--- config.mk ---
export PLATFORM = sky130hd
export DESIGN_NAME = dac_wave_gen
export DESIGN_NICKNAME = d
export VERILOG_FILES = /design/src/rtl/dac_wave_gen.sv
export SDC_FILE = /design/constraint.sdc
export NUM_CORES = 1
export LEC_CHECK = 0
export ABC_AREA = 1
export BUFFER_PORTS_ARGS = -buffer_cell sky130_fd_sc_hd__buf_2
export CAP_MARGIN = 25
export CORE_ASPECT_RATIO = 1.75
export CORE_MARGIN = 3
export CORE_UTILIZATION = 32
export DETAILED_ROUTE_END_ITERATION = 12
export GPL_ROUTABILITY_DRIVEN = 0
export PLACE_DENSITY = 0.49
export SLEW_MARGIN = 15
export SYNTH_ARGS = -nofsm -noshare
export SYNTH_HDL_FRONTEND = slang
export SYNTH_SLANG_ARGS = --single-unit
export TNS_END_PERCENT = 30
--- constraint.sdc ---
create_clock -name clk -period 2.5 [get_ports clk]
set_input_delay 0.25 -clock clk [delete_from_list [all_inputs] [get_ports clk]]
set_output_delay 0.25 -clock clk [all_outputs]
set_load 0.05 [all_outputs]
--- src/rtl/dac_wave_gen.sv ---
// dac_wave_gen: sample source for the serial DAC serializer.
// Generates one 16-bit DAC frame per DIV clock cycles. The waveform is chosen
// by ctrl: sawtooth, triangle, square or DC midscale. Frames go downstream over
// a valid/ready handshake. If a sample period ends while the previous frame is
// still pending, the new sample is dropped and a sticky overrun flag is set.
// The phase keeps advancing in that case, so the output frequency is preserved.

module dac_wave_gen #(
  parameter int unsigned DIV  = 1250,  // sample period in clk cycles, 2..2048
  parameter int unsigned STEP = 16     // phase increment per sample (12-bit)
) (
  input  logic        clk,
  input  logic        rst,
  input  logic [1:0]  ctrl,
  output logic [15:0] frame,
  output logic        frame_valid,
  input  logic        frame_ready,
  output logic        overrun
);

  localparam logic [10:0] DIV_LAST = 11'(DIV - 1);
  localparam logic [11:0] PH_STEP  = 12'(STEP);

  localparam logic [1:0] MODE_SAW = 2'b00;
  localparam logic [1:0] MODE_TRI = 2'b01;
  localparam logic [1:0] MODE_SQR = 2'b10;
  localparam logic [1:0] MODE_DC  = 2'b11;

  // Map a phase value to a 12-bit DAC code for the selected waveform.
  // The triangle doubles the low 11 phase bits: the ramp rises in the first
  // half of the phase and, because it is inverted, falls in the second half.
  function automatic logic [11:0] wave_code(input logic [1:0]  sel,
                                            input logic [11:0] p);
    logic [11:0] code;
    code = 12'h000;
    unique case (sel)
      MODE_SAW: code = p;
      MODE_TRI: code = p[11] ? ~{p[10:0], 1'b0} : {p[10:0], 1'b0};
      MODE_SQR: code = p[11] ? 12'hFFF : 12'h000;
      MODE_DC:  code = 12'h800;
      default:  code = 12'h000;
    endcase
    return code;
  endfunction

  // State registers and their next-state values.
  logic [10:0] cntdiv_q,      cntdiv_d;
  logic [11:0] phase_q,       phase_d;
  logic [1:0]  ctrl_q,        ctrl_d;
  logic [15:0] frame_q,       frame_d;
  logic        frame_valid_q, frame_valid_d;
  logic        overrun_q,     overrun_d;

  // Decoded per-cycle conditions.
  logic        tick;
  logic        slot_free;
  logic        xfer;
  logic [11:0] phase_sel;

  // Divider tick, handshake status, and the phase to use on this tick.
  // A change of waveform restarts the phase at 0, so the new waveform
  // always begins at the start of its period.
  always_comb begin
    tick      = (cntdiv_q == DIV_LAST);
    slot_free = !frame_valid_q || frame_ready;
    xfer      = frame_valid_q && frame_ready;
    phase_sel = (ctrl != ctrl_q) ? 12'h000 : phase_q;
  end

  // Next state: the divider, the phase accumulator and the frame handshake.
  always_comb begin
    cntdiv_d      = tick ? 11'd0 : cntdiv_q + 11'd1;
    phase_d       = phase_q;
    ctrl_d        = ctrl_q;
    frame_d       = frame_q;
    frame_valid_d = frame_valid_q;
    overrun_d     = overrun_q;

    if (tick) begin
      // The phase advances on every tick, even when the sample is dropped.
      phase_d = phase_sel + PH_STEP;
      ctrl_d  = ctrl;
      if (slot_free) begin
        // The slot is empty or is being emptied on this edge. Load the new
        // frame back-to-back so that frame_valid stays high.
        frame_d       = {4'b0000, wave_code(ctrl, phase_sel)};
        frame_valid_d = 1'b1;
      end else begin
        // The previous frame is still pending. Hold it and flag the drop.
        overrun_d = 1'b1;
      end
    end else if (xfer) begin
      frame_valid_d = 1'b0;
    end
  end

  // Register update. Reset overrides everything and discards any pending frame.
  always_ff @(posedge clk) begin
    if (rst) begin
      cntdiv_q      <= 11'd0;
      phase_q       <= 12'h000;
      ctrl_q        <= 2'b00;
      frame_q       <= 16'h0000;
      frame_valid_q <= 1'b0;
      overrun_q     <= 1'b0;
    end else begin
      cntdiv_q      <= cntdiv_d;
      phase_q       <= phase_d;
      ctrl_q        <= ctrl_d;
      frame_q       <= frame_d;
      frame_valid_q <= frame_valid_d;
      overrun_q     <= overrun_d;
    end
  end

  assign frame       = frame_q;
  assign frame_valid = frame_valid_q;
  assign overrun     = overrun_q;

endmodule

==> flow_metrics.py <==
metrics = {
    "run_status": {
        "status": "complete, no violations",
    },
    "finish": {
        "design_area_um2": 2270,
        "drive_above_1_share": 0.128,
        "area_delta_synth_final_pct": 10.4,
        "num-nets-final": 319,
        "fillCellCount": 705,
        "antenna_cells": 0,
        "multiInputGateArea_um2": 1060,
        "seq_area_um2": 781,
    },
    "power": {
        "vdd_drop_max_mv": 0.249,
        "totalPowerFinal_mw": 1.12,
        "leakagePower_nw": 0.975,
        "p_per_area_nw_per_um2": 493,
    },
    "clock_network": {
        "clkSlewWorstSetupHoldPaths_ps": 80,
        "cts.sinks": 39,
        "clockRootBuffer": "clkbuf_8",
        "numCtsBuffers": 5,
        "cts_tree": "done",
        "cts_resized": 0,
        "cts_buffer_depth": 2,
        "clk_latency_ps": 300,
        "post-cts-setup-buffer-count": 0,
        "holdBufCountCts": 0,
        "h-tree-depth": 2,
    },
    "die": {
        "rows": 38,
        "ioPinCount": 23,
        "die_y_um": 112,
        "coreArea_um2": 6230,
        "die_width_um": 66.7,
        "initial_core_util": 0.331,
        "die_area_um2": 7480,
    },
    "setup_path": {
        "crit_chain": "xnor2_4 -> nand2_2 -> nor2_2 -> buf_4 -> nand2_1 -> nand3_1 -> nand4_1 -> nand2_1 -> inv_1",
        "path_class": "reg -> reg",
        "cp-start-kind": "flip-flop",
        "crit_top_cell": "nand2_1",
        "end_kind": "flip-flop",
        "cpPeakStageDelay_ps": 460,
        "worstPathMaxFanout": 11,
        "critical_path_required_ps": 2710,
        "crit_family": "simple AND/OR/NAND/NOR gates",
        "crit_arrival_ps": 1930,
        "worst-path-buf-inv": 2,
        "slowest_stage": "dfxtp_1",
    },
    "synthesis": {
        "syn-cell-area_um2": 2060,
        "synth_area_per_cell_um2": 6.99,
        "async_flop_share": 0,
        "synthDistinctLibCells": 35,
        "yosys_most_used_dff": "dfxtp_1",
        "yosysSeqAreaShare": 0.379,
        "synth_seq_cells": 39,
        "synth_top_area_share": 0.379,
        "synth.area.top_cells": "dfxtp_1 38%, nand2_1 10%, nor2_1 9.3%, inv_1 6.6%, nand3_1 6.1%",
        "yosys.cell_count.top_type": "nand2_1",
        "yosysWarnings": 0,
        "syn_inst": 295,
        "synth_edf_count": 0,
        "yosysTopAreaCell": "dfxtp_1",
        "netlist_top_cells_count": "57 x nand2_1, 51 x nor2_1, 39 x dfxtp_1",
    },
    "routing": {
        "dr.pass1.iters": 4,
        "ant_nets": 0,
        "wl_per_cell_um": 13.1,
        "vias": 1870,
        "routed_wirelength_mm": 5.16,
        "drtIter0Drc": 72,
        "post-route-drc-count": 0,
        "viasPerCell": 4.76,
    },
    "global_routing": {
        "globalRouteOverflowTotal": 0,
        "grt_pass1_wl_mm": 8.76,
        "grt_antenna_before_repair": 0,
        "grt_use_total": 0.153,
        "grt_pass1_vias": 1859,
        "grt_max_degree": 19,
    },
    "sta": {
        "finalSetupViolCount": 0,
        "fin_worst_skew_ps": 8.63,
        "tightest_slew_ps": 731,
        "period_share": 0.690,
        "period_minus_slack_ps": 1720,
        "fmax_ghz": 0.580,
        "rsz0062_at_grt": "no",
        "slew_violations": 0,
        "slew_headroom": 0.511,
        "hold_violations": 0,
        "setup_tns_ps": 0,
    },
    "placed_design": {
        "post-dp-hpwl_mm": 3.96,
        "placed_cell_area_um2": 2190,
        "port_buffers": 18,
    },
    "run": {
        "cap_violations": 0,
    },
    "hold_path": {
        "min_path_type": "in -> reg",
    },
}
area by class of cell:
cell class                 count  area share
inverter                      38      0.0638
sequential                    39       0.343
timing repair buffer          19      0.0429
clock inverter                 3     0.00880
tap                           80      0.0440
clock buffer                   5      0.0303
multi-input combinational    209       0.467
worst register-to-register path, delay by kind of cell, from the launching register on:
family | cells | cell delay [ps]
XOR/XNOR | 1 | 170
buffers and inverters | 2 | 240
flip-flops | 1 | 460
AND/OR/NAND/NOR | 6 | 770
metrics by stage:
stage,utilization,instances,hold WS (ps),setup WS (ps)
global route,0.365,393,313,571
floorplan,-,298,399,994
CTS,0.365,393,309,750
global placement,0.351,385,445,690
finish,0.365,393,297,775
detailed placement,0.351,385,448,701
sequential cells by signal (all words and copies together) (netlist names):
register and count:
frame 12, cntdiv_q 11, phase_q 12, overrun 1
frame_valid 1, ctrl_q 2
worst paths after layout:
kind / startpoint / end / slack, ps / cells past startpoint
setup / recovery: ctrl_q[1]$_SDFFE_PP0P_ / frame[6]$_SDFFE_PP0P_ / 780 / 9
hold / removal: rst / frame_valid$_SDFFE_PP0P_ / 300 / 2
setup reg to reg: ctrl_q[1]$_SDFFE_PP0P_ / frame[6]$_SDFFE_PP0P_ / 780 / 9
hold reg to reg: overrun$_SDFFE_PP0P_ / overrun$_SDFFE_PP0P_ / 460 / 1
metal layers:
| layer | part of all wire | global-route usage | routed length, um | vias up |
|---|---|---|---|---|
| li1 | - | - | - | 977 |
| met1 | 0.39 | 0.160 | 2020 | 853 |
| met2 | 0.54 | 0.279 | 2810 | 27 |
| met3 | 0.023 | 0.0240 | 117 | 13 |
| met4 | 0.041 | 0.0841 | 214 | 0 |
| met5 | 0 | 0 | 0 | - |
placed cells by master, fill, tap and decap left out, types with 2 or more instances in the layout:
master,synthesis,routed
a21oi_1,14,14
a31oi_1,2,2
buf_2,1,18
clkbuf_8,0,5
clkinvlp_4,0,2
conb_1,1,4
dfxtp_1,39,39
ha_1,2,2
inv_1,36,36
nand2_1,57,57
nand3_1,25,25
nand3_2,2,2
nand4_1,11,11
nor2_1,51,51
nor3_1,8,8
nor3b_1,4,4
o211ai_1,2,2
o21ai_0,11,11
o22ai_1,2,2
xnor2_1,3,3
logic make-up after synthesis:
logic type | Yosys count | share of synthesized area
and+or+nand+nor | 166 | 0.384
buffers and inverters | 50 | 0.111
DFF | 39 | 0.379
AOI/OAI and AO/OA | 33 | 0.0862
xor gates and xnor gates | 4 | 0.0261
adders and majority gates | 2 | 0.0121
other | 1 | 0.00182
report_power, final:
| group | internal (mW) | leakage (nW) | total (mW) | switching, mW |
|---|---|---|---|---|
| Clock | 0.194 | 0.0402 | 0.433 | 0.239 |
| Sequential | 0.625 | 0.315 | 0.629 | 0.00417 |
| Combinational | 0.0112 | 0.621 | 0.0603 | 0.0491 |
| Total | 0.830 | 0.975 | 1.12 | 0.292 |
Note: power is estimated with default switching activity, not from simulation.
